===== src/rtl/scroll_scan_ctrl_if.sv =====
// Bus bundle for scroll_scan_ctrl: divider levels, scroll controls, message
// write port and the display/debug outputs.
interface scroll_scan_ctrl_if;
    logic       scroll_lvl;
    logic       scan_lvl;
    logic       pause;
    logic       dir;
    logic       wr_en;
    logic [3:0] wr_addr;
    logic [4:0] wr_data;
    logic [7:0] an;
    logic [7:0] seg;
    logic [3:0] offset;

    modport master (
        output scroll_lvl, scan_lvl, pause, dir, wr_en, wr_addr, wr_data,
        input  an, seg, offset
    );

    modport slave (
        input  scroll_lvl, scan_lvl, pause, dir, wr_en, wr_addr, wr_data,
        output an, seg, offset
    );
endinterface


===== src/rtl/scroll_scan_ctrl.sv =====
// Scrolling 8-digit 7-segment message controller with a writable buffer.
// Optional macro SCROLL_DIR_EN lets dir = 1 scroll the message in reverse.
module scroll_scan_ctrl #(
    parameter int MSG_LEN     = 16,
    parameter int SYNC_STAGES = 2
) (
    input  logic             clk,
    input  logic             rst_n,
    scroll_scan_ctrl_if.slave bus
);
    localparam logic [4:0] LEN5 = 5'(MSG_LEN);
    localparam logic [3:0] LAST = 4'(MSG_LEN - 1);

    logic [SYNC_STAGES-1:0] scroll_sync_q;
    logic [SYNC_STAGES-1:0] scan_sync_q;
    logic                   scroll_hist_q;
    logic                   scan_hist_q;
    logic [4:0]             buf_q [MSG_LEN];
    logic [2:0]             idx_q;
    logic [3:0]             offset_q;
    logic [7:0]             an_q;
    logic [7:0]             seg_q;
    logic                   wr_pend_q;

    logic       scroll_tick_s;
    logic       scan_tick_s;
    logic       step_s;
    logic       wr_ok_s;
    logic       refresh_s;
    logic [2:0] idx_d;
    logic [3:0] offset_d;
    logic [7:0] an_d;
    logic [7:0] seg_d;
    logic [4:0] sum_s;
    logic [3:0] addr_s;

    function automatic logic [7:0] seg_decode(input logic [4:0] code);
        logic [7:0] pat;
        case (code)
            5'd0:    pat = 8'h3F;
            5'd1:    pat = 8'h06;
            5'd2:    pat = 8'h5B;
            5'd3:    pat = 8'h4F;
            5'd4:    pat = 8'h66;
            5'd5:    pat = 8'h6D;
            5'd6:    pat = 8'h7D;
            5'd7:    pat = 8'h07;
            5'd8:    pat = 8'h7F;
            5'd9:    pat = 8'h6F;
            5'd10:   pat = 8'h77;
            5'd11:   pat = 8'h7C;
            5'd12:   pat = 8'h39;
            5'd13:   pat = 8'h5E;
            5'd14:   pat = 8'h79;
            5'd15:   pat = 8'h71;
            5'd17:   pat = 8'h40;
            default: pat = 8'h00;
        endcase
        return pat;
    endfunction

    // Tick detection and write qualification.
    always_comb begin
        scroll_tick_s = scroll_sync_q[SYNC_STAGES-1] & ~scroll_hist_q;
        scan_tick_s   = scan_sync_q[SYNC_STAGES-1] & ~scan_hist_q;
        step_s        = scroll_tick_s & ~bus.pause;
        wr_ok_s       = bus.wr_en & ({1'b0, bus.wr_addr} < LEN5);
    end

    // Next scroll offset; a paused tick is simply lost.
    always_comb begin
        offset_d = offset_q;
        if (step_s) begin
`ifdef SCROLL_DIR_EN
            if (bus.dir) begin
                offset_d = (offset_q == 4'd0) ? LAST : offset_q - 4'd1;
            end else begin
                offset_d = (offset_q == LAST) ? 4'd0 : offset_q + 4'd1;
            end
`else
            offset_d = (offset_q == LAST) ? 4'd0 : offset_q + 4'd1;
`endif
        end else begin
            offset_d = offset_q;
        end
    end

`ifndef SCROLL_DIR_EN
    logic unused_dir_s;
    assign unused_dir_s = bus.dir;
`endif

    // Digit index and display outputs; a dark display (an = 0) lights digit 0
    // first so the scan always starts at the leftmost position after reset.
    always_comb begin
        idx_d = idx_q;
        if (scan_tick_s) begin
            if (an_q == 8'h00) begin
                idx_d = 3'd0;
            end else begin
                idx_d = idx_q + 3'd1;
            end
        end else begin
            idx_d = idx_q;
        end

        sum_s = {1'b0, offset_d} + {2'b00, idx_d};
        if (sum_s >= LEN5) begin
            addr_s = 4'(sum_s - LEN5);
        end else begin
            addr_s = sum_s[3:0];
        end

        refresh_s = scan_tick_s | step_s | wr_pend_q;
        an_d      = scan_tick_s ? (8'd1 << idx_d) : an_q;
        seg_d     = refresh_s ? seg_decode(buf_q[addr_s]) : seg_q;
    end

    // State registers; the buffer reads old data on a same-cycle write and
    // wr_pend_q re-reads it on the following edge.
    always_ff @(posedge clk) begin
        if (!rst_n) begin
            scroll_sync_q <= {SYNC_STAGES{1'b0}};
            scan_sync_q   <= {SYNC_STAGES{1'b0}};
            scroll_hist_q <= 1'b0;
            scan_hist_q   <= 1'b0;
            idx_q         <= 3'd0;
            offset_q      <= 4'd0;
            an_q          <= 8'h00;
            seg_q         <= 8'h00;
            wr_pend_q     <= 1'b0;
            for (int i = 0; i < MSG_LEN; i++) begin
                buf_q[i] <= 5'(i);
            end
        end else begin
            scroll_sync_q <= {scroll_sync_q[SYNC_STAGES-2:0], bus.scroll_lvl};
            scan_sync_q   <= {scan_sync_q[SYNC_STAGES-2:0], bus.scan_lvl};
            scroll_hist_q <= scroll_sync_q[SYNC_STAGES-1];
            scan_hist_q   <= scan_sync_q[SYNC_STAGES-1];
            idx_q         <= idx_d;
            offset_q      <= offset_d;
            an_q          <= an_d;
            seg_q         <= seg_d;
            wr_pend_q     <= wr_ok_s;
            if (wr_ok_s) begin
                buf_q[bus.wr_addr] <= bus.wr_data;
            end
        end
    end

    assign bus.an     = an_q;
    assign bus.seg    = seg_q;
    assign bus.offset = offset_q;
endmodule


===== src/flat_wrapper.sv =====
// flat-port wrapper written by rule: the top's interface ports become plain ports
module scroll_scan_ctrl_flat 
#(
    parameter int MSG_LEN     = 16,
    parameter int SYNC_STAGES = 2
)
  (clk, rst_n, bus_scroll_lvl, bus_scan_lvl, bus_pause, bus_dir, bus_wr_en, bus_wr_addr, bus_wr_data, bus_an, bus_seg, bus_offset);
  scroll_scan_ctrl_if bus_i ();
  input  logic clk;
  input  logic rst_n;
  input wire logic [$bits(bus_i.scroll_lvl)-1:0] bus_scroll_lvl;
  input wire logic [$bits(bus_i.scan_lvl)-1:0] bus_scan_lvl;
  input wire logic [$bits(bus_i.pause)-1:0] bus_pause;
  input wire logic [$bits(bus_i.dir)-1:0] bus_dir;
  input wire logic [$bits(bus_i.wr_en)-1:0] bus_wr_en;
  input wire logic [$bits(bus_i.wr_addr)-1:0] bus_wr_addr;
  input wire logic [$bits(bus_i.wr_data)-1:0] bus_wr_data;
  output wire logic [$bits(bus_i.an)-1:0] bus_an;
  output wire logic [$bits(bus_i.seg)-1:0] bus_seg;
  output wire logic [$bits(bus_i.offset)-1:0] bus_offset;
  assign bus_i.scroll_lvl = bus_scroll_lvl;
  assign bus_i.scan_lvl = bus_scan_lvl;
  assign bus_i.pause = bus_pause;
  assign bus_i.dir = bus_dir;
  assign bus_i.wr_en = bus_wr_en;
  assign bus_i.wr_addr = bus_wr_addr;
  assign bus_i.wr_data = bus_wr_data;
  assign bus_an = bus_i.an;
  assign bus_seg = bus_i.seg;
  assign bus_offset = bus_i.offset;
  scroll_scan_ctrl #(.MSG_LEN(MSG_LEN), .SYNC_STAGES(SYNC_STAGES)) u_core (.clk(clk), .rst_n(rst_n), .bus(bus_i));
endmodule

===== config.mk =====
export PLATFORM = sky130hd
export DESIGN_NAME = scroll_scan_ctrl_flat
export DESIGN_NICKNAME = d
export VERILOG_FILES = /design/src/rtl/scroll_scan_ctrl_if.sv /design/src/rtl/scroll_scan_ctrl.sv /design/src/flat_wrapper.sv
export SDC_FILE = /design/constraint.sdc
export NUM_CORES = 1
export LEC_CHECK = 0
export CAP_MARGIN = 20
export CORE_MARGIN = 3
export CORE_UTILIZATION = 38
export CTS_CLUSTER_DIAMETER = 200
export DETAILED_ROUTE_END_ITERATION = 16
export GPL_TIMING_DRIVEN = 0
export PLACE_DENSITY_LB_ADDON = 0.05
export RECOVER_POWER = 100
export SKIP_CTS_REPAIR_TIMING = 1
export SLEW_MARGIN = 20
export SYNTH_ARGS = -nofsm -noshare
export SYNTH_HDL_FRONTEND = slang
export SYNTH_SLANG_ARGS = --single-unit

===== constraint.sdc =====
create_clock -name clk -period 7 [get_ports clk]
set_clock_uncertainty 0.15 [all_clocks]
set_input_delay 1.4 -clock clk [delete_from_list [all_inputs] [get_ports clk]]
set_output_delay 1.4 -clock clk [all_outputs]
set_load 0.05 [all_outputs]

Word-level counts from Yosys, hierarchy flattened
Memories as Yosys holds them, arrays and structs flattened. A register that Yosys moved wholly into a read port is not among the register bits.
Index checks and enable logic that the tools add are counted.
{ "word_totals": {"reg_bits": 30, "ram_bits": 80, "rom_bits": 224, "out_inout_bits": 20, "word_cells": 41, "mem_count": 2} }
{ "mem_list": {"columns": ["memory", "depth", "width", "read_ports", "rd_clocked_by_memory_dff", "wr", "line", "rtl"], "rows": [
  ["(no name shown)", 32, 7, 1, 1, 0, "scroll_scan_ctrl.sv:39", "case (code)"],
  ["u_core.buf_q", 16, 5, 1, 0, 16, "scroll_scan_ctrl.sv:18", "logic [4:0] buf_q [MSG_LEN];"]
]} }
{ "classes": {"add_sub_neg": 4, "order_cmp": 1, "n_eq_ne": 1, "n_shift": 1, "muxes": 12, "bitwise": 8, "reduce_logical": 3} }
{ "op_table": {"columns": ["cell", "count"], "rows": [
  ["two-way mux 4 bit", 4],
  ["zero test 8 bit", 1],
  ["<< shifter 1 x 3 -> 8 bit, first input constant", 1],
  ["two-way mux 3 bit", 2],
  ["adder 4 x 3 -> 5 bit", 1],
  [">= comparator 5 bit, second input constant", 1],
  ["two-way mux 1 bit", 5],
  ["two-way mux 5 bit", 1],
  ["OR reduction 5 bit", 1],
  ["adder 4 x 1 -> 4 bit, second input constant", 1],
  ["equality test 4 bit, second input constant", 1],
  ["subtractor 4 x 1 -> 4 bit, second input constant", 1],
  ["adder 3 x 1 -> 3 bit, second input constant", 1],
  ["bitwise AND 1 bit", 3],
  ["inverter 1 bit", 3],
  ["OR 1 bit", 2],
  ["zero test 1 bit", 1]
]} }

Logic depth before layout (Yosys ltp)
Gate-level depths: netlist (run 1).
An unclocked memory read counts as a cell.
{ "logic_depth": {"word_depth": 8, "mapped_depth": 17, "ltp_nobuf": 16} }

Least setup slack after synthesis (run 1)
OpenSTA, ideal clock, no wires.
{ "synth_timing": {"kind": "input to register", "start": "input bus_pause", "end": "register u_core.seg_q[4], in the netlist u_core.bus.seg[4]", "arrival_ns": 5.210, "required_time_ns": 6.731, "path_slack_ns": 1.521, "path_stages": 13, "path_cell_list": "nor3b_1 mux2_2 ha_1 inv_1 fa_1 clkbuf_1 clkbuf_1 mux4_2 mux4_2 ha_1 or4_1 a21oi_1 o21ai_1"} }
{ "synth_between": {"elab_chain_cells": 7} }
{ "synth_rtl": {"columns": ["element", "line", "rtl"], "rows": [
  ["from (decl)", "flat_wrapper.sv:13", "input wire logic [$bits(bus_i.pause)-1:0] bus_pause;"],
  ["inverter 1 bit (*)", "scroll_scan_ctrl.sv:66", "step_s = scroll_tick_s & ~bus.pause;"],
  ["bitwise AND 1 bit (*)", "scroll_scan_ctrl.sv:66", null],
  ["two-way mux 4 bit (*)", "scroll_scan_ctrl.sv:73", "if (step_s) begin"],
  ["named net u_core.offset_d[0]", "scroll_scan_ctrl.sv:31", "logic [3:0] offset_d;"],
  ["adder 4 x 3 -> 5 bit (*)", "scroll_scan_ctrl.sv:107", "sum_s = {1'b0, offset_d} + {2'b00, idx_d};"],
  ["subtractor 4 x 1 -> 4 bit or >= comparator 5 bit (tied branches)", "scroll_scan_ctrl.sv:109, scroll_scan_ctrl.sv:108", null],
  ["two-way mux 4 bit (*)", "scroll_scan_ctrl.sv:108", "if (sum_s >= LEN5) begin"],
  ["memory (16 x 5 bit) (*)", null, null],
  ["to (decl)", "scroll_scan_ctrl.sv:22", "logic [7:0] seg_q;"]
]} }
The timed path passes the listed nets; every way through them passes the cells marked *.
A chain may end at the register's enable or synchronous reset.

Final worst setup path (run 1)
Ends and elaborated chain as after synthesis.

==> results.ini, run 1 <==
[global_route]
globalRouteMet2Util_pct=27.00
top_usage_layer=met2
track_usage_pct=17.03
grt_max_degree=18
antenna_found_initial=0
met1_usage_pct=24.03
grt_pass1_vias=3465
grt_overflow_total=0
grtUsageMet3_pct=4.071
grt_pass1_wl_mm=20.42

[power_and_ir_drop]
cellPowerDensity_nw_per_um2=218.0
p_leak_uw=0.002170
peakVddDrop_uv=123.7

[outcome]
status=finished, final reports clean

[job]
drv_cap=0

[layout]
n_antenna_cell=0
finalNetCount=506
layout-drive-gt1-share_pct=9.167
area_growth_pct=15.07
finalNonFillerCells=660

[floorplan]
dieArea_um2=15780
pin_count=36
fp.dieW_um=125.6
num_rows=43
dieHeight_um=125.6
start_util_pct=39.02
coreArea_um2=13930

[synth]
syn_nets=462
synth_cell_types=59
async_reset_ff_share_pct=0
yosysWarnings=0
synth_flop_cell=edfxtp_1
syn_area_um2=5438
synthCells=432
synth_enable_flop_cells=80
ys_ff_latch=109
synth_area_per_cell_um2=12.59
seq_area_frac_synth_pct=54.86

[clocking]
clk-insertion-delay-late_ps=350
max-clock-path-buffers=2
clkSinkCount=109
htreeDepth=3
numCtsBuffers=9
clk_pin_slew_ps=70
cts_tree=done
cts_root_buffer=clkbuf_16

[setup_path]
worstSetupEndpointType=flip-flop
worst-r2r-cell-count=14
worst-r2r-setup-slack_ps=1400
cp.required_ps=7090
critPathLaunchType=input pin
r2r-start=u_core.scan_sync_q[1]$_SDFF_PN0_
critical_path_class=in -> reg
timing.rr.end=u_core.bus.seg[4]$_SDFFE_PN0P_
critPathArrivalTime_ps=6640
cp_max_fo=10

[timing]
slew_headroom_pct=38.04
tightest_slew_ps=919.8
setup-violations-final=0
period_needed_ps=6548
fin_crit_sh_pct=93.54
hold_violations=0
rsz0062_at_grt=false
max_freq_ghz=0.1527
tns_ps=0
timing.final.max_slew_violations=0

[drt]
drc=0
drt-pass1-iter-count=5
wl_mm=12.84
drt-initial-drc-count=336
vias=3530
wire_per_inst_um=19.45
avgViaCountPerCell=5.348
ant_nets=0

[placement]
hpwl_mm=9.493
port_buffers=33
gp_congestion=0.8283
placed_cells=645

[worst_hold_path]
hp-start=u_core.bus.seg[2]$_SDFFE_PN0P_
min_path_type=reg -> reg
whs_endpoint=u_core.bus.seg[2]$_SDFFE_PN0P_
worstHoldPathCells=2

==> report_power, final <==
group	switching (uW)	internal [uW]
sequential	11.8	725
combinational	95.8	59.2
clock	233	239
total	341	1020
==> layout by cell type (no fill, tap or decap), types with 11 or more instances in the layout <==
master           Yosys  layout
nor2_1              17      17
mux4_2              16      16
inv_1               11      11
nand2b_1            13      13
clkbuf_1            21      21
o21ai_0             22      24
nand2_1             18      18
edfxtp_1            80      80
or3_1               31      31
and2_1              58      14
dlygate4sd3_1        0      21
nor2b_1             13      13
and2_0               0      44
ha_1                13      13
clkdlybuf4s50_1      0      12
dfxtp_1             29      29
==> logic make-up after synthesis <==
kind of cell | share of synthesized area, %
xor+xnor | 1.312
fa+ha+maj | 3.359
other cells | 0.06896
buf+inv | 2.646
flops | 54.86
compound gates | 7.341
simple gates | 18.87
mux | 11.55
==> registers in the layout (all words and copies together), names as in the netlist <==
name                  flops
u_core.scan_hist_q        1
u_core.scroll_hist_q      1
u_core.bus.an             8
u_core.scroll_sync_q      2
u_core.buf_q             80
u_core.bus.offset         4
u_core.scan_sync_q        2
u_core.bus.seg            7
u_core.wr_pend_q          1
u_core.idx_q              3
==> synthesized netlist by cell type, drive strengths merged (7+ instances only) <==
cell type,number,area [um2]
edfxtp,80,2402
and2,58,362.9
or3,32,205.2
dfxtp,29,580.6
o21ai,24,120.1
mux4,22,518.0
clkbuf,21,78.83
nand2,19,78.82
nor2,17,63.81
ha,13,162.7
nand2b,13,81.33
nor2b,13,81.33
inv,11,41.29
a21oi,8,43.79
nor3,8,40.04
mux2i,7,98.84
==> final cells by class <==
| class | count | area [um2] |
|---|---|---|
| fill | 1277 | 7677 |
| sequential | 109 | 2983 |
| multi-input combinational | 287 | 2311 |
| timing repair buffer | 33 | 330.3 |
| clock buffer | 9 | 225.2 |
| tap | 180 | 225.2 |
| buffer | 25 | 102.6 |
| inverter | 11 | 41.29 |
| clock inverter | 6 | 38.79 |
==> how the worst max path moves through the flow <==
stage | start | to | slack, ps | depth (start not counted)
final | bus_pause | u_core.bus.seg[4]$_SDFFE_PN0P_ | 450 | 14
after global routing | bus_pause | u_core.bus.seg[4]$_SDFFE_PN0P_ | 280 | 14
after CTS | bus_pause | u_core.bus.seg[4]$_SDFFE_PN0P_ | 590 | 14
after detailed placement | bus_pause | u_core.bus.seg[4]$_SDFFE_PN0P_ | 220 | 14
after global placement | bus_pause | u_core.bus.seg[4]$_SDFFE_PN0P_ | 210 | 14
after floorplan | bus_pause | u_core.bus.seg[4]$_SDFFE_PN0P_ | 1520 | 13
==> per-stage QoR <==
stage / total power (uW) / setup slack [ps] / hold WS [ps] / util [%] / cell area [um2]
2_1_floorplan: 849.8 / 1521 / 261.9 / - / 5438
3_5_place_dp: 910.1 / 222.9 / 287.7 / 43.01 / 5993
6_report: 1364 / 451.9 / 291.2 / 44.90 / 6257
4_1_cts: 1384 / 590.2 / 299.8 / 44.90 / 6257
3_3_place_gp: 909.2 / 212.9 / 272.2 / 43.01 / 5993
5_1_grt: 1428 / 275.8 / 319.7 / 44.90 / 6257
==> metal layers <==
metal / up-vias / wire [um] / share of wire (%)
li1: 1684 / - / -
met1: 1752 / 5945 / 46
met2: 88 / 6206 / 48
met3: 6 / 597 / 4.7
met4: 0 / 89 / 0.69
met5: - / 0 / 0
==> worst max-delay path: stages <==
cell           delay [ps]
dlygate4sd3_1         550
nor3b_1               470
mux2_1                250
ha_1                  160
inv_1                  50
fa_1                  500
clkbuf_1              500
clkbuf_1              620
mux4_2                450
mux4_2                590
ha_1                  260
or4_1                 520
a21oi_1               180
o21ai_0               100
Power figures use the tool's default switching activity.
==> run 2, diff against run 1 <==
CAP_MARGIN = unset   (was 20)
CTS_BUF_LIST = sky130_fd_sc_hd__clkbuf_2   (was unset)
==> run 2 against run 1 <==
Compared with the run above: final area shrank 2.9%; die area is the same; register-to-register slack lost 20 ps; sequential power is essentially flat; non-clock buffer count is the same; clock power shrank 45%; count of clock-buffer cells in the layout is the same; cell count is the same; sequential cell count is the same; core utilization shrank 1.3 points; global-route usage is essentially flat; routed wire length shrank 0.21%; critical path type unchanged; largest cell class unchanged; highest routed layer unchanged.
==> results.ini, run 2 (synthesis results as in run 1) <==
[timing]
holdWs_ps=309.8  ; +18.58 ps
slew_headroom_pct=37.34  ; -0.69 points
tightest_slew_ps=930.0  ; +10.25 ps
tns_ps=0  ; unchanged
timing.final.max_slew_violations=0  ; unchanged
layout_setup_ws_ps=762.8  ; +310.9 ps
max_freq_ghz=0.1603  ; +5.0%
setup-violations-final=0  ; unchanged
fin_crit_sh_pct=89.10  ; -4.4 points
rsz0062_at_grt=false
hold_violations=0  ; unchanged
period_needed_ps=6237  ; -310.9 ps

[setup_path]
cp.required_ps=7390  ; +300 ps
worstSetupEndpointType=flip-flop
cp_max_fo=10  ; unchanged
critPathArrivalTime_ps=6620  ; -20 ps
critPathLaunchType=input pin
worst-r2r-cell-count=14  ; unchanged
r2r-start=u_core.scan_sync_q[1]$_SDFF_PN0_
critPathLaunch=bus_pause
critical_path_class=in -> reg

[layout]
layout-drive-gt1-share_pct=9.167  ; unchanged
largest_reg_flops=80  ; unchanged
fin_area_um2=6077  ; -2.9%
finalNonFillerCells=660  ; unchanged
fillerInstances=1300  ; +1.8%
area_growth_pct=11.76
finalNetCount=506  ; unchanged
n_antenna_cell=0  ; unchanged
largest-register=u_core.buf_q
mostFrequentLayoutCell=edfxtp_1
layout_common_cells=80 x edfxtp_1, 44 x and2_0, 31 x or3_1, 29 x dfxtp_1, 24 x o21ai_0

[global_route]
top_usage_layer=met2
globalRouteMet2Util_pct=27.06  ; +0.063 points
antenna_found_initial=0  ; unchanged
met1_usage_pct=23.92  ; -0.11 points
grt_pass1_vias=3452  ; -0.38%
grt_overflow_total=0  ; unchanged
grt_max_degree=18  ; unchanged
track_usage_pct=16.98  ; -0.045 points
grt_pass1_wl_mm=20.40  ; about the same
grtUsageMet3_pct=4.198  ; +0.13 points

[drt]
avgViaCountPerCell=5.323  ; -0.48%
drt-pass1-iter-count=5  ; unchanged
wire_per_inst_um=19.41  ; -0.21%
drt-initial-drc-count=343  ; +2.1%
vias=3513  ; -0.48%
ant_nets=0  ; unchanged
drc=0  ; unchanged
wl_mm=12.81  ; -0.21%

[power_and_ir_drop]
combPwrFrac_pct=13.4  ; +2.0 points
p_clk_share_pct=22.4  ; -12 points
internal-power_uw=829.3  ; -19%
p_leak_uw=0.002097  ; -3.4%
switchingPower_uw=320.5  ; -6.0%
peakVddDrop_uv=108.7  ; -12%
cellPowerDensity_nw_per_um2=189.2  ; -13%
p_sw_share_pct=27.88  ; +2.9 points
p_seq_share_pct=64.1  ; +10 points

[clocking]
cts_tree=done
max-clock-path-buffers=2  ; unchanged
numCtsBuffers=9  ; unchanged
clk-insertion-delay-late_ps=630  ; +280 ps
clkSinkCount=109  ; unchanged
cts_root_buffer=clkbuf_2
htreeDepth=3  ; unchanged
clk_pin_slew_ps=270  ; +200 ps

[floorplan]
fp.dieW_um=125.6  ; unchanged
dieArea_um2=15780  ; unchanged
dieHeight_um=125.6  ; unchanged
pin_count=36  ; unchanged
start_util_pct=39.02  ; unchanged
num_rows=43  ; unchanged
coreArea_um2=13930  ; unchanged

[placement]
dpl_cell_area_um2=5993  ; unchanged
gp_congestion=0.8283  ; unchanged
hpwl_mm=9.493  ; unchanged
placed_cells=645  ; unchanged
port_buffers=33  ; unchanged
preCtsSetupSlack_ps=222.9  ; unchanged

[worst_hold_path]
worstHoldPathCells=2  ; unchanged
hp-start=u_core.bus.seg[2]$_SDFFE_PN0P_
min_path_type=reg -> reg

[outcome]
status=finished, final reports clean

[job]
drv_cap=0  ; unchanged

run 2: critical path, stage by stage:
cell	delay, ps
dlygate4sd3_1	550
nor3b_1	480
mux2_1	250
ha_1	160
inv_1	50
fa_1	500
clkbuf_1	500
clkbuf_1	620
mux4_2	460
mux4_2	590
ha_1	250
or4_1	520
a21oi_1	180
o21ai_0	100
run 2: worst paths after layout:
| kind | endpoint | slack, ps |
|---|---|---|
| worst max-delay path | u_core.bus.seg[4]$_SDFFE_PN0P_ | 760 |
| worst min-delay path | u_core.bus.seg[2]$_SDFFE_PN0P_ | 310 |
| worst max register to register | u_core.bus.seg[4]$_SDFFE_PN0P_ | 1380 |
| worst min register to register | u_core.bus.seg[2]$_SDFFE_PN0P_ | 310 |
run 2: area by class of cell:
class	instances	area (um2)	area share [%]
multi-input cells	287	2311	38.03
well taps	180	225.2	3.706
clock inverters	6	38.79	0.6383
flip-flops and latches	109	2983	49.08
repair buffers	33	330.3	5.435
clock buffers	9	45.04	0.7412
plain buffers	25	102.6	1.688
inverters	11	41.29	0.6794
run 2: metal layers:
| metal | share of wire (%) | wire length (um) |
|---|---|---|
| met5 | 0 | 0 |
| met1 | 46 | 5943 |
| met4 | 0.69 | 89 |
| met3 | 5.0 | 638 |
| met2 | 48 | 6139 |
run 2: power by group through the flow:
stage / Combinational [uW] / Clock, uW / Sequential, uW
floorplan: 89.4 / 0 / 760
global placement: 159 / 0 / 750
detailed placement: 159 / 0 / 751
CTS: 159 / 272 / 738
global route: 168 / 302 / 741
finish: 155 / 258 / 737
run 2: per-stage QoR:
stage          util, %  power, uW
2_1_floorplan        -      849.8
3_3_place_gp     43.01      909.2
3_5_place_dp     43.01      910.1
4_1_cts          43.61       1169
5_1_grt          43.61       1211
6_report         43.61       1150
==> variant 1: new RTL, settings of run 1 <==
`MSG_LEN` is set to 16 in 2 places; all go to 8.
--- a/src/rtl/scroll_scan_ctrl.sv
+++ b/src/rtl/scroll_scan_ctrl.sv
@@ -1,7 +1,7 @@
 // Scrolling 8-digit 7-segment message controller with a writable buffer.
 // Optional macro SCROLL_DIR_EN lets dir = 1 scroll the message in reverse.
 module scroll_scan_ctrl #(
-    parameter int MSG_LEN     = 16,
+    parameter int MSG_LEN     = 8,
     parameter int SYNC_STAGES = 2
 ) (
     input  logic             clk,
--- a/src/flat_wrapper.sv
+++ b/src/flat_wrapper.sv
@@ -1,7 +1,7 @@
 // flat-port wrapper written by rule: the top's interface ports become plain ports
 module scroll_scan_ctrl_flat 
 #(
-    parameter int MSG_LEN     = 16,
+    parameter int MSG_LEN     = 8,
     parameter int SYNC_STAGES = 2
 )
   (clk, rst_n, bus_scroll_lvl, bus_scan_lvl, bus_pause, bus_dir, bus_wr_en, bus_wr_addr, bus_wr_data, bus_an, bus_seg, bus_offset);
Formal check against the unedited RTL: not equivalent (a bounded check fails within 4 cycles, from zero or initial values and one cycle with rst_n low).
==> variant 1 against run 1 <==
- count of clock-buffer cells in the layout grew 4
- critical path depth grew 2
- worst setup slack gained 0.36 ns
- design area shrank 32%
- power shrank 35%
- area after synthesis shrank 34%
- hold slack gained 0.00070 ns
- core utilization grew 2.5 points
- routed wire length shrank 41%
- global-route usage shrank 1.1 points
- highest routed layer unchanged
- sequential cell count shrank 40
==> variant 1: results (changes against run 1) <==
grt_start_max_net_pins: 13  # was 18
grt_pass1_vias: 2520  # was 3,465
slew_headroom_pct: 36.5  # was 38.0%
drt-initial-drc-count: 47  # was 336
totalWireLength_mm: 7.58  # was 12.8 mm
synth_area_per_cell_sq_um: 11.3  # was 12.6 sq um
largest_register_ffs: 40  # was 80
vias_per_cell: 5.12  # was 5.35
syn-num-nets: 346  # was 462
hpwl_mm: 5.85  # was 9.49 mm
synth_cell_types: 60  # was 59
status: "complete, no violations"  # unchanged
place.port_buffers: 32  # was 33
ys_seq_area_share_pct: 49.4  # was 54.9%
firstDrtPassIters: 4  # was 5
dpl.cell_count: 477  # was 645
synth-edff-count: 40  # was 80
synth_commonest_cells: "edfxtp_1 (40), and2_1 (38), dfxtp_1 (29), nor2_1 (21), nand2_1 (17)"  # was edfxtp_1 (80), and2_1 (58), or3_1 (31), dfxtp_1 (29), o21ai_0 (22)
wl_per_cell_microns: 15.4  # was 19.5 microns
cts-root-buf: "clkbuf_8"  # was clkbuf_16
gp_congestion: 0.823  # was 0.828
post_dp_cell_area_sq_um: 4090  # was 5990 sq um
drive_gt1_share_pct: 11.7  # was 9.17%
routed-wl-met2_mm: 3.66  # was 6.21 mm
peakVddDrop_mv: 0.111  # was 0.124 mV
variant 1: changes by cell type after synthesis, sizes merged, moves of 5 or more:
cell,delta
a21oi,+8
and2,-19
mux4,-12
inv,-5
edfxtp,-40
nor2b,-10
o21ai,-10
clkbuf,-11
or3,-18
nand3,+5
variant 1: layer usage:
layer	global-route usage, %	vias up
li1	-	1269
met1	19.5	1185
met2	26.8	55
met3	5.37	13
met4	4.58	0
met5	0	-
variant 1: worst max-delay path, delay by kind of cell:
family | cells | cell delay, ns
compound gates | 3 | 0.34
fa+ha+maj | 3 | 1.05
mux | 3 | 1.07
simple gates | 3 | 1.20
buf+inv | 4 | 1.21
variant 1: final cells by class:
type / count / area (sq um)
fill: 853 / 4720
sequential: 69 / 1780
multi-input combinational: 231 / 1730
timing repair buffer: 32 / 320
tap: 126 / 158
clock buffer: 13 / 139
buffer: 13 / 53.8
clock inverter: 3 / 46.3
inverter: 6 / 22.5
variant 1: worst paths after layout:
kind,to,start,slack (ns),depth (start not counted)
worst min register to register,u_core.scroll_sync_q[1],u_core.scroll_sync_q[0],0.29,1
worst max-delay path,u_core.bus.seg[3],bus_pause,0.82,16
worst max register to register,u_core.bus.seg[3],u_core.scan_hist_q,2.00,16
worst min-delay path,u_core.scroll_sync_q[1],u_core.scroll_sync_q[0],0.29,1
variant 1: cell families after synthesis:
group           after synthesis  synth area share, %
simple gates                137                 22.2
flops                        69                 49.4
compound gates               55                 11.1
mux                          19                 9.12
buf+inv                      19                 2.12
fa+ha+maj                    11                 4.02
xor+xnor                      8                 1.94
other cells                   1                0.104
variant 1: power by group:
group          internal (uW)  switching, uW  leakage [uW]  total [uW]
logic                   50.4           72.4      0.000804         123
registers                447           7.44      0.000623         455
clock network            167            147     0.0000882         313
total                    664            227       0.00152         891
==> variant 2: new RTL, settings of run 1 <==
Made on the original files. Take the reset off `an_q` and load it in a clocked block of its own.
--- a/src/rtl/scroll_scan_ctrl.sv
+++ b/src/rtl/scroll_scan_ctrl.sv
@@ -126,7 +126,6 @@
             scan_hist_q   <= 1'b0;
             idx_q         <= 3'd0;
             offset_q      <= 4'd0;
-            an_q          <= 8'h00;
             seg_q         <= 8'h00;
             wr_pend_q     <= 1'b0;
             for (int i = 0; i < MSG_LEN; i++) begin
@@ -139,7 +138,6 @@
             scan_hist_q   <= scan_sync_q[SYNC_STAGES-1];
             idx_q         <= idx_d;
             offset_q      <= offset_d;
-            an_q          <= an_d;
             seg_q         <= seg_d;
             wr_pend_q     <= wr_ok_s;
             if (wr_ok_s) begin
@@ -148,6 +146,10 @@
         end
     end
 
+    always_ff @(posedge clk) begin
+        an_q <= an_d;
+    end
+
     assign bus.an     = an_q;
     assign bus.seg    = seg_q;
     assign bus.offset = offset_q;
Behaviour: differs if rst_n is asserted again (counterexample within 4 cycles, from zero or initial values and one cycle with rst_n low); with rst_n held inactive, the same outputs for 10 cycles.
==> variant 2 against run 1 <==
- worst setup slack gained 0.41 ns
- routed wire length grew 2.7%
- count of clock-buffer cells in the layout grew 3
- sequential cell count is the same
- design area grew 3.2%
- non-clock buffer count grew 1
- area after synthesis grew 2.9%
- power grew 12%
- sequential share of layout area shrank 0.26 points
- critical endpoint is now u_core.bus.seg[1]
- largest cell class unchanged
- largest power group unchanged
==> variant 2: results (changes against run 1) <==
gp_congestion: 0.817  # was 0.828
finalNetCount: 523  # was 506
cp_top_family: "buffers and inverters"  # unchanged
regMostFlops: "u_core.buf_q"  # unchanged
antenna_found_initial: 0  # unchanged
grt_usage_pct: 17.2  # was 17.0%
final_cell_count_no_fill: 678  # was 660
cts-root-buf: "clkbuf_16"  # unchanged
cts_buffers: 9  # unchanged
synth-edff-count: 88  # was 80
synth_commonest_cells: "edfxtp_1 (88), and2_1 (56), nor2_1 (31), or3_1 (30), nand2_1 (23)"  # was edfxtp_1 (80), and2_1 (58), or3_1 (31), dfxtp_1 (29), o21ai_0 (22)
vias_per_cell: 5.30  # was 5.35
status: "complete, no violations"  # unchanged
syn-num-nets: 479  # was 462
wl_per_cell_microns: 19.4  # was 19.5 microns
synth_compound_area_share_pct: 5.39  # was 7.34%
drive_gt1_share_pct: 7.03  # was 9.17%
peakVddDrop_mv: 0.133  # was 0.124 mV
grt_start_max_net_pins: 17  # was 18
synth_xor_area_share_pct: 0.783  # was 1.31%
async_flop_share_pct: 0  # unchanged
grt_pass1_wl_mm: 21.1  # was 20.4 mm
antenna_cells: 0  # unchanged
leakage_uw: 0.00234  # was 0.00217 uW
clkLatencyLatePin_ns: 0.35  # about the same
yosys-top-cells-area: "edfxtp_1 (47%), dfxtp_1 (7.5%), mux4_1 (7.0%)"  # was edfxtp_1 (44%), dfxtp_1 (11%), and2_1 (6.7%)
synthAdderAreaFrac_pct: 3.26  # was 3.36%
max_stage_delay_ns: 0.55  # was 0.62 ns
dpl.cell_count: 662  # was 645
slew_headroom_pct: 32.6  # was 38.0%
place.port_buffers: 33  # unchanged
drt-initial-drc-count: 219  # was 336
ys_seq_area_share_pct: 54.7  # was 54.9%
n_fill_cell: 1285  # was 1,277
netlist_instances: 449  # was 432
grt_pass1_vias: 3695  # was 3,465
synthMuxAreaShare_pct: 14.7  # was 11.6%
hpwl_mm: 9.75  # was 9.49 mm
critPathArrivalTime_ns: 6.23  # was 6.64 ns
max-clock-path-buffers: 2  # unchanged
htree_levels: 3  # unchanged
slowest_stage: "dlygate4sd3_1"  # was clkbuf_1
synth_cell_types: 49  # was 59
firstDrtPassIters: 5  # unchanged
==> variant 2: routing by layer <==
layer,vias to the layer above,track usage (%),wire length (microns)
met2,82,27.4,6070
li1,1742,-,-
met4,0,5.99,313
met5,-,0,0
met3,17,3.89,703
met1,1753,23.4,6100
==> variant 2: stage by stage <==
step,instance area (sq um),setup slack [ns],hold WS (ns),total power [uW]
after floorplan,5600,1.84,0.262,915
after global placement,6150,0.598,0.264,991
after detailed placement,6150,0.578,0.269,995
after CTS,6460,0.935,0.290,1540
after global routing,6460,0.466,0.311,1590
final,6460,0.864,0.288,1530
==> variant 2: worst paths after layout <==
check	start	to	slack (ns)	cells after the start
min reg2reg	u_core.scan_sync_q[0]	u_core.scan_sync_q[1]	0.29	1
max	bus_pause	u_core.bus.seg[1]	0.86	15
min	u_core.scan_sync_q[0]	u_core.scan_sync_q[1]	0.29	1
max reg2reg	u_core.bus.an[5]	u_core.bus.seg[1]	1.65	17
==> variant 2: where the power goes <==
| part | internal (uW) | switching [uW] | total [uW] | leakage, uW |
|---|---|---|---|---|
| clock | 314 | 236 | 551 | 0.000148 |
| sequential | 734 | 11.5 | 746 | 0.00102 |
| combinational | 88.5 | 141 | 230 | 0.00116 |
==> variant 2: final cells by class <==
| cell class | count | share of cell area (%) |
|---|---|---|
| sequential | 109 | 47.4 |
| inverter | 15 | 0.891 |
| buffer | 26 | 2.01 |
| timing repair buffer | 33 | 5.11 |
| multi-input combinational | 299 | 36.3 |
| clock buffer | 12 | 3.66 |
| clock inverter | 4 | 1.12 |
| tap | 180 | 3.49 |
